<file path="src/rtl/alu_pkg.sv">
// Shared ALU definitions: operation encodings and the sequencer FSM state type.
package alu_pkg;

    localparam logic [2:0] ALUOP_FWD = 3'b000;
    localparam logic [2:0] ALUOP_ADD = 3'b001;
    localparam logic [2:0] ALUOP_AND = 3'b010;
    localparam logic [2:0] ALUOP_OR  = 3'b011;

    typedef enum logic [1:0] {
        IDLE    = 2'd0,
        EXEC    = 2'd1,
        RESPOND = 2'd2
    } state_t;

endpackage

</file>
<file path="src/rtl/rr_arbiter2.sv">
// Two-way round-robin grant: combinational grant from the two valids, with the
// last-granted pointer updated only when a grant is actually accepted.
module rr_arbiter2 (
    input  logic clk,
    input  logic reset,
    input  logic valid0,
    input  logic valid1,
    input  logic accept,
    output logic grant0,
    output logic grant1
);

    logic last_grant;

    // NOTE: every output gets a default first so no path through the block infers a latch.
    always_comb begin
        grant0 = 1'b0;
        grant1 = 1'b0;
        if (valid0 && valid1) begin
            grant0 = last_grant;
            grant1 = !last_grant;
        end else begin
            grant0 = valid0;
            grant1 = valid1;
        end
    end

    // Pointer starts at 1 so requester 0 wins the first contended grant.
    always_ff @(posedge clk or posedge reset) begin
        if (reset) begin
            last_grant <= 1'b1;
        end else if (accept) begin
            last_grant <= grant1;
        end
    end

endmodule

</file>
<file path="src/rtl/alu_arbiter.sv">
// Round-robin sequencer for the shared 8-bit ALU: accepts one request, holds the
// operands for SETTLE_CYCLES, captures the result and returns it with the requester ID.
module alu_arbiter
    import alu_pkg::*;
#(
    parameter int SETTLE_CYCLES = 2
) (
    input  logic       clk,
    input  logic       reset,
    input  logic       req0_valid,
    output logic       req0_ready,
    input  logic [7:0] req0_data1,
    input  logic [7:0] req0_data2,
    input  logic [2:0] req0_select,
    input  logic       req1_valid,
    output logic       req1_ready,
    input  logic [7:0] req1_data1,
    input  logic [7:0] req1_data2,
    input  logic [2:0] req1_select,
    output logic [7:0] alu_data1,
    output logic [7:0] alu_data2,
    output logic [2:0] alu_select,
    input  logic [7:0] alu_result,
    output logic       resp_valid,
    input  logic       resp_ready,
    output logic       resp_id,
    output logic [7:0] resp_result,
    output logic       resp_err
);

    state_t     state;
    logic [3:0] settle_cnt;
    logic       op_id;
    logic       grant0;
    logic       grant1;
    logic       accept;

    rr_arbiter2 u_rr (
        .clk    (clk),
        .reset  (reset),
        .valid0 (req0_valid),
        .valid1 (req1_valid),
        .accept (accept),
        .grant0 (grant0),
        .grant1 (grant1)
    );

    // Ready is gated by reset directly so it drops in the same cycle reset rises.
    assign req0_ready = (state == IDLE) && grant0 && !reset;
    assign req1_ready = (state == IDLE) && grant1 && !reset;
    assign accept     = (req0_valid && req0_ready) || (req1_valid && req1_ready);

    // NOTE: state registers use non-blocking assignments so every flop samples pre-edge values.
    // NOTE: all registers here are small flops, so each gets an explicit reset value.
    always_ff @(posedge clk or posedge reset) begin
        if (reset) begin
            state       <= IDLE;
            settle_cnt  <= 4'd0;
            op_id       <= 1'b0;
            alu_data1   <= 8'h00;
            alu_data2   <= 8'h00;
            alu_select  <= ALUOP_FWD;
            resp_valid  <= 1'b0;
            resp_id     <= 1'b0;
            resp_result <= 8'h00;
            resp_err    <= 1'b0;
        end else begin
            case (state)
                IDLE: begin
                    if (accept) begin
                        alu_data1  <= grant1 ? req1_data1  : req0_data1;
                        alu_data2  <= grant1 ? req1_data2  : req0_data2;
                        alu_select <= grant1 ? req1_select : req0_select;
                        op_id      <= grant1;
                        settle_cnt <= 4'(SETTLE_CYCLES);
                        state      <= EXEC;
                    end
                end
                EXEC: begin
                    // Last settle cycle: ALU output has been stable long enough to sample.
                    if (settle_cnt == 4'd1) begin
                        resp_result <= alu_result;
                        resp_err    <= alu_select[2];
                        resp_id     <= op_id;
                        resp_valid  <= 1'b1;
                        state       <= RESPOND;
                    end else begin
                        settle_cnt <= settle_cnt - 4'd1;
                    end
                end
                RESPOND: begin
                    if (resp_ready) begin
                        resp_valid <= 1'b0;
                        state      <= IDLE;
                    end
                end
                default: state <= IDLE;
            endcase
        end
    end

endmodule

</file>
<file path="config.mk">
export PLATFORM = sky130hd
export DESIGN_NAME = alu_arbiter
export DESIGN_NICKNAME = d
export VERILOG_FILES = /design/src/rtl/alu_pkg.sv /design/src/rtl/rr_arbiter2.sv /design/src/rtl/alu_arbiter.sv
export SDC_FILE = /design/constraint.sdc
export NUM_CORES = 1
export LEC_CHECK = 0
export ABC_AREA = 1
export CAP_MARGIN = 20
export CORE_AREA = 3 3 70 72
export CTS_CLUSTER_DIAMETER = 80
export DETAILED_ROUTE_END_ITERATION = 8
export DIE_AREA = 0 0 73 75
export GPL_TIMING_DRIVEN = 0
export PLACE_DENSITY = 0.82
export SYNTH_ARGS = -nofsm -noshare
export SYNTH_HDL_FRONTEND = slang
export SYNTH_SLANG_ARGS = --single-unit
</file>
<file path="constraint.sdc">
create_clock -name clk -period 3.1 [get_ports clk]
set_input_delay 0.62 -clock clk [delete_from_list [all_inputs] [get_ports clk]]
set_output_delay 0.62 -clock clk [all_outputs]
set_load 0.01 [all_outputs]
</file>
==> results of run 1 <==
## state kept, by name, indices dropped and copies added (netlist names)
| register | flops |
|---|---|
| op_id | 1 |
| alu_data2 | 8 |
| resp_valid | 1 |
| resp_id | 1 |
| resp_result | 8 |
| state | 2 |
| settle_cnt | 4 |
| alu_data1 | 8 |
| resp_err | 1 |
| u_rr.last_grant | 1 |
| alu_select | 3 |
## per-layer routing
layer | routed length [um] | track usage, %
met1 | 2050 | 22.2
met2 | 2330 | 31.7
met3 | 334 | 6.81
met4 | 55 | 5.53
met5 | 0 | 0
## worst max-delay path by stage
| stage | endpoint | slack [ns] | depth (start not counted) | start |
|---|---|---|---|---|
| floorplan | req1_ready | 0.58 | 3 | reset |
| CTS | req1_ready | 0.04 | 5 | reset |
| global route | req1_ready | 0.01 | 5 | reset |
| detailed placement | req1_ready | -0.21 | 5 | reset |
| finish | req1_ready | 0.15 | 5 | reset |
| global placement | req1_ready | -0.71 | 5 | reset |
## power breakdown
group          internal [mW]  switching, mW  total (mW)
sequential             0.731          0.130       0.861
combinational          0.602          0.593        1.20
clock                  0.179          0.167       0.346
## synthesized netlist by cell type (2+ instances only)
cell / n
nand2_1: 126
nor2_4: 2
buf_6: 2
dfrtp_1: 37
nor2_2: 3
o21ai_1: 2
nand3_1: 26
inv_1: 19
buf_4: 6
buf_2: 3
ha_1: 2
nor2_1: 5
o21ai_0: 10
## tightest hold or removal path, cell delays in order, from the launching register on
cell	delay (ns)
dfrtp_1	0.35
nand2_1	0.05
nand2_1	0.04
## what timing repair did
action | 4_1_cts | 5_1_grt
setup buffers | 0 | 0
pin swaps | 0 | 0
cloned | 0 | 0
hold endpoints to repair | 0 | 0
setup endpoints to repair | 2 | 2
resized for setup | 1 | 1
## cell families after synthesis
kind of cell / after synthesis
simple gates: 165
flops: 38
buf+inv: 31
compound gates: 14
fa+ha+maj: 2
xor+xnor: 1
## layout make-up
class                           instances  area, sq um  share of cell area (%)
Timing Repair Buffer                   82          821                    28.4
Sequential cell                        38          952                    33.0
Inverter                               19         76.3                    2.64
Clock buffer                            7         86.3                    2.99
Multi-Input combinational cell        182          793                    27.5
Tap cell                               52         65.1                    2.25
Buffer                                 12         87.6                    3.03
Clock inverter                          1         5.00                   0.173
## per-stage QoR
step | setup TNS [ns] | setup slack [ns]
global route | 0 | 0.0145
detailed placement | -0.413 | -0.209
floorplan | 0 | 0.580
CTS | 0 | 0.0355
global placement | -1.67 | -0.713
finish | 0 | 0.150
## placed cells by master (no fill, tap or decap)
master and instances:
inv_6 1, o21ai_1 2, nand3_2 1, clkinv_2 1, nand2_1 126, clkbuf_8 6, o21ai_0 10, clkbuf_1 1
nand2_2 1, nand4_1 1, buf_4 6, buf_2 3, nor2_2 3, xnor2_1 1, nor2_4 2, nor2_1 5
o21ai_2 1, clkbuf_2 1, nand3_1 26, a21oi_1 1, clkdlybuf4s50_1 82, ha_1 2, buf_6 2, inv_1 18
dfstp_2 1, dfrtp_1 37
==> reports/results.tsv, run 1 <==
metric	value	unit
vias_per_cell	4.71	
muxShareOfSynthArea	0	%
yosysWarnings	0	
h-tree-depth	2	
peakVddDrop	0.000380	V
yosysSeqAreaShare	50.0	%
grt_max_degree	41	
grt.total_usage	18.7	%
synth.top_cell.area_share	48.6	%
hold_start	alu_data2[0]	
yosysUniqueCellTypes	21	
clk_latency	0.29	ns
ys_ff_latch	38	
status	finished clean	
synth-compound-area-share	3.88	%
grt_pass1_vias	1832	
syn_nets	304	
clock_path_buffers	2	
slowest_stage	clkdlybuf4s50_1	
rsz0062_at_grt	no	
holdWs	0.472	ns
dpl.cell_count	385	
core	4350	sq um
stdcell_area	2890	sq um
leakage	1.48	nW
die_w	73	um
total_power	2.40	mW
die_area	5480	sq um
ant_nets	0	
maxCapViolations	0	
synth_top_family_by_area	simple AND/OR/NAND/NOR gates	
synth_fa_ha_area_share	1.31	%
dp_hpwl	3.59	mm
area_growth	51.6	%
yosysTopAreaCell	dfrtp_1	
fin_crit_sh	95.1	%
synth_edf_count	0	
slowest_delay	0.57	ns
n_antenna_cell	0	
cts_tree	yes	
portBuffers	82	
synth_cells	251	
cts-root-buf	clkbuf_8	
min_path_type	reg -> reg	
drive_above_1_share	8.50	%
nFillCells	375	
cp_common_cell	clkdlybuf4s50_1	
min_to	alu_data2[0]	
finalHoldViolCount	0	
reg2reg_to	alu_data2[6]	
grt.overflow.total	0	
die_h	75	um
critPathTopFamily	buffers and inverters	
routabilityCongestion	0.849	
finalSetupViolCount	0	
rows	24	
io_pins	83	
yosys.area_share.simple	36.0	%
synth-xor-area-share	0.460	%
first_iter_violations	122	
slew_viol_final	0	
cts_num_sinks	38	
antenna_found_initial	0	
fmax	0.339	GHz
async_flop_share	100	%
start_util	43.7	%
firstDrtPassIters	4	
wl	4.77	mm
cp.buffers_inverters	3	
cp_max_fo	40	
reg2reg_slack	1.70	ns
drc	0	
synth_flop_cell	dfrtp_1	
fin_cells	393	
utilization	66.3	%
grt_first_pass_wirelength	7.94	mm
avgSynthCellArea	7.59	sq um
cp.required	2.48	ns
wl_per_cell	12.1	um
crit_chain	clkdlybuf4s50_1, inv_6, nand2_2, nor2_2, clkdlybuf4s50_1	
fin_skew	0.00613	ns
endpoint_kind	output port	
tightestPinTransition	0.350	ns
relSlewSlack	76.6	%
pwr_density_cell	832	nW/um^2
syn_area	1900	sq um
crit_path_start_kind	primary input	
cts_made_buffers	5	
whs_path_depth	2	
routed-via-count	1850	
synth_area_leaders	dfrtp_1 (49%), nand2_1 (25%), nand3_1 (6.8%), inv_1 (3.7%), o21ai_0 (2.6%)	
critPathKind	in -> out	
critPathArrivalTime	2.33	ns
r2r_start	u_rr.last_grant	
nNetsFinal	393	
placed_area	2790	sq um
period_needed	2.95	ns
r2r_cells	8	
hold_buffers	0	
clkTransAtPathRegs	0.07	ns
Note: power is estimated with default switching activity, not from simulation.
==> run 2, diff against run 1 <==
Settings changed: CORE_AREA 3 3 70 72 to 3 3 92 94, DIE_AREA 0 0 73 75 to 0 0 95 97, PLACE_DENSITY 0.82 to 0.51.
==> reports/results.tsv, run 2 (synthesis gave the netlist of run 1 again) <==
metric	value	unit	change
portBuffers	82		unchanged
wl	5.10	mm	+7.0%
slew_viol_final	0		unchanged
use_met1	16.7	%	-5.5 points
fin_crit_sh	94.9	%	-0.27 points
leakage	1.49	nW	+0.63%
grt_first_pass_wirelength	8.85	mm	+12%
peakVddDrop	0.000210	V	-45%
wl_per_cell	11.5	um	-5.1%
first_iter_violations	63		-48%
cts_tree	yes		
dp_hpwl	3.80	mm	+5.9%
nNetsFinal	393		unchanged
critPathKind	in -> out		
crit_chain	clkdlybuf4s50_1, inv_6, nand2_2, nor2_4, clkdlybuf4s50_1		
grt_pass1_vias	1840		+0.44%
pwr_density_cell	823	nW/um^2	-1.1%
finalHoldViolCount	0		unchanged
die_area	9220	sq um	+68%
critPathArrivalTime	2.32	ns	about the same
total_power	2.44	mW	+1.7%
routabilityCongestion	0.767		-9.7%
core	7730	sq um	+77%
fin_skew	0.00738	ns	+0.00125 ns
finalSetupViolCount	0		unchanged
vias_per_cell	4.16		-12%
grt_max_degree	41		unchanged
grt.overflow.total	0		unchanged
status	finished clean		
tightestPinTransition	0.368	ns	+0.0179 ns
grt_util_met2	18.2	%	-13 points
n_antenna_cell	0		unchanged
cp_common_cell	clkdlybuf4s50_1		
final_cell_mix	nand2_1 (126), clkdlybuf4s50_1 (82), dfrtp_1 (37)		
cts_num_sinks	38		unchanged
fmax	0.340	GHz	+0.29%
drc	0		unchanged
use_met3	4.12	%	-2.7 points
drive_above_1_share	8.80	%	+0.29 points
ant_nets	0		unchanged
rows	32		+33%
firstDrtPassIters	4		unchanged
nFillCells	819		+120%
cp_max_fo	40		unchanged
rsz0062_at_grt	no		
antenna_found_initial	0		unchanged
utilization	38.4	%	-28 points
clkTransAtPathRegs	0.07	ns	about the same
clk_latency	0.29	ns	about the same
ctsResizeCount	1		unchanged
cts_made_buffers	5		unchanged
slowest_stage	clkdlybuf4s50_1		
grt.total_usage	12.1	%	-6.6 points
io_pins	83		unchanged
top_regs	alu_data1: 8 flops, alu_data2: 8 flops, resp_result: 8 flops		
postCtsSetupBuffers	0		unchanged
h-tree-depth	2		unchanged
clock_path_buffers	2		unchanged
cp.buffers_inverters	3		unchanged
layout_commonest_cell	nand2_1		
top_usage_layer	met2		
endpoint_kind	output port		
crit_path_start_kind	primary input		
cts-root-buf	clkbuf_8		
fin_cells	443		+13%
area_growth	55.8	%	
slowest_delay	0.56	ns	about the same
dpl.cell_count	435		+13%
relSlewSlack	75.4	%	-1.2 points
critPathTopFamily	buffers and inverters		
min_path_type	reg -> reg		
cp.required	2.48	ns	about the same
routed-via-count	1844		-0.32%
holdWs	0.471	ns	-0.000515 ns
die_h	97	um	+29%
die_w	95	um	+30%
period_needed	2.94	ns	-0.00850 ns
maxCapViolations	0		unchanged
start_util	24.6	%	-19 points
hold_buffers	0		unchanged
-- run 2: changes by cell type in the layout (fill, tap and decap cells not counted), sizes merged --
| cell | before | now |
|---|---|---|
| clkinv | 1 | 0 |
| clkbuf | 8 | 9 |
-- run 2: area by class of cell --
type,count,area [sq um],area share (%)
plain buffers,12,87.6,2.95
clock buffers,8,110,3.71
repair buffers,82,821,27.7
flip-flops and latches,38,952,32.1
inverters,19,76.3,2.57
multi-input cells,182,793,26.7
well taps,102,128,4.30
-- run 2: worst paths after layout --
path,from,end,slack (ns),cells after the start
max in group asynchronous,reset,u_rr.last_grant,2.08,2
worst max-delay path,reset,req0_ready,0.16,5
min in group asynchronous,reset,alu_data1[3],0.69,2
worst min register to register,alu_data1[6],alu_data1[6],0.47,2
worst max register to register,u_rr.last_grant,alu_data1[0],1.72,8
worst min-delay path,alu_data1[6],alu_data1[6],0.47,2
-- run 2: per-stage QoR --
stage	area [sq um]	TNS, ns	worst slack [ns]
finish	2970	0	0.159
global route	2970	0	0.0170
CTS	2970	0	0.00739
detailed placement	2850	-0.518	-0.262
global placement	2850	-4.60	-0.819
floorplan	1900	0	0.580
-- run 2: metal layers --
metal / routed length (um) / part of all wire, %
met1: 2340 / 46
met2: 2340 / 46
met3: 368 / 7.2
met4: 48 / 0.94
met5: 0 / 0
-- run 2: tightest hold or removal path: cells and delay by family, from the launching register on --
| kind | cells | cell delay (ns) |
|---|---|---|
| flops | 1 | 0.35 |
| simple gates | 2 | 0.09 |
-- run 2: report_power, final --
part           switching, mW  internal [mW]  total (mW)
sequential             0.130          0.731       0.861
clock                  0.170          0.225       0.395
combinational          0.587          0.600        1.19
==> run 3, diff against run 2 <==
==> constraint.sdc (replaced) <==
create_clock -name clk -period 3.1 [get_ports clk]
set_input_delay 0.775 -clock clk [delete_from_list [all_inputs] [get_ports clk]]
set_output_delay 0.775 -clock clk [all_outputs]
set_load 0.01 [all_outputs]
==> reports/results.tsv, run 3 (synthesis gave the netlist of run 1 again) <==
metric	value	unit	change
relSlewSlack	82.3	%	+6.8 points
rsz0062_at_grt	no		
routabilityCongestion	0.767		unchanged
grt_pass1_vias	1841		+0.054%
cts_tree	yes		
portBuffers	82		unchanged
critPathArrivalTime	2.24	ns	-0.08 ns
antenna_found_initial	0		unchanged
tightestPinTransition	0.266	ns	-0.102 ns
endpoint_kind	output port		
pwr_density_cell	818	nW/um^2	-0.58%
io_pins	83		unchanged
crit_path_start_kind	primary input		
firstDrtPassIters	4		unchanged
clkTransAtPathRegs	0.08	ns	about the same
die_area	9220	sq um	unchanged
finalHoldViolCount	0		unchanged
ant_nets	0		unchanged
fin_skew	0.00677	ns	-0.000613 ns
grt.total_usage	12.3	%	+0.18 points
nFillCells	821		+0.24%
critPathKind	in -> out		
start_util	24.6	%	unchanged
clk_latency	0.29	ns	about the same
total_power	2.45	mW	+0.38%
wl	5.22	mm	+2.3%
rows	32		unchanged
peakVddDrop	0.000210	V	about the same
n_antenna_cell	0		unchanged
grt_first_pass_wirelength	8.94	mm	+1.0%
layout_commonest_cell	nand2_1		
leakage	1.50	nW	+1.0%
drc	0		unchanged
hold_buffers	0		unchanged
period_needed	3.01	ns	+0.0729 ns
maxCapViolations	0		unchanged
top_regs	alu_data1: 8 flops, alu_data2: 8 flops, resp_result: 8 flops		
postCtsSetupBuffers	0		unchanged
core	7730	sq um	unchanged
dp_hpwl	3.80	mm	unchanged
h-tree-depth	2		unchanged
wl_met3	352	um	-4.3%
setup_ws	0.0860	ns	-0.0729 ns
min_path_type	reg -> reg		
fin_cells	444		+0.23%
routedLengthMet1	2.47	mm	+5.4%
vias_per_cell	4.15		-0.28%
finalSetupViolCount	0		unchanged
cts_made_buffers	5		unchanged
die_h	97	um	unchanged
utilization	38.8	%	+0.37 points
wl_per_cell	11.7	um	+2.0%
die_w	95	um	unchanged
cp_max_fo	20		-50%
grt_max_degree	21		-49%
dp_slack	-0.572	ns	-0.310 ns
fin_crit_sh	97.2	%	+2.4 points
drive_above_1_share	9.06	%	+0.27 points
status	finished clean		
cts-root-buf	clkbuf_8		
dpl.cell_count	435		unchanged
final_cell_mix	nand2_1 (126), clkdlybuf4s50_1 (81), dfrtp_1 (37)		
cp.required	2.32	ns	-0.16 ns
area_growth	57.4	%	
routed-via-count	1843		-0.054%
fmax	0.332	GHz	-2.4%
grt.overflow.total	0		unchanged
cts_num_sinks	38		unchanged
slew_viol_final	0		unchanged
first_iter_violations	57		-9.5%
top_layer_used	met4		
nNetsFinal	394		+0.25%
clock_path_buffers	2		unchanged
met2_length	2.35	mm	+0.13%
-- run 3: changes by cell type in the layout (fill, tap and decap cells not counted), sizes merged --
cell / change
clkdlybuf4s50: -1
bufinv: +1
dlygate4sd2: +1
-- run 3: per-layer routing --
layer,vias to the layer above,global-route usage [%]
met1,836,16.9
met5,-,0
met4,0,2.66
li1,952,-
met3,6,4.12
met2,49,18.7
-- run 3: path summary, 6_finish.rpt --
kind / startpoint / end / slack, ns / cells after the start
setup reg to reg: u_rr.last_grant / alu_data1[0] / 1.71 / 8
hold reg to reg: alu_data1[6] / alu_data1[6] / 0.47 / 2
min in group asynchronous: reset / settle_cnt[3] / 0.64 / 2
max in group asynchronous: reset / u_rr.last_grant / 2.14 / 2
setup / recovery: reset / req0_ready / 0.09 / 5
hold / removal: alu_data1[6] / alu_data1[6] / 0.47 / 2
-- run 3: cell type report --
cell class / count / area (sq um) / area share (%)
well taps: 102 / 128 / 4.26
repair inverters: 1 / 8.76 / 0.292
flip-flops and latches: 38 / 952 / 31.8
inverters: 19 / 97.6 / 3.26
repair buffers: 82 / 820 / 27.3
multi-input cells: 182 / 793 / 26.5
plain buffers: 12 / 87.6 / 2.92
clock buffers: 8 / 110 / 3.67
-- run 3: power by group --
group | internal (mW) | total (mW) | switching, mW
sequential | 0.731 | 0.860 | 0.129
clock | 0.225 | 0.398 | 0.173
combinational | 0.605 | 1.19 | 0.590
total | 1.56 | 2.45 | 0.892
-- run 3: worst max-delay path, cell delays in order --
cell and delay, ns:
dlygate4sd2_1 0.31, bufinv_16 0.28, nand2_2 0.10, nor2_4 0.20, clkdlybuf4s50_1 0.56
-- run 3: repair_timing --
item / CTS / global route
hold endpoints to repair: 0 / 0
setup endpoints to repair: 2 / 0
resized for setup: 6 / 0
-- run 3: per-stage QoR --
stage / hold WS, ns / area, sq um / TNS (ns)
2_1_floorplan: 0.483 / 1900 / 0
3_3_place_gp: 0.453 / 2850 / -8.88
3_5_place_dp: 0.459 / 2850 / -1.14
4_1_cts: 0.479 / 3000 / 0
5_1_grt: 0.506 / 3000 / 0
6_report: 0.471 / 3000 / 0
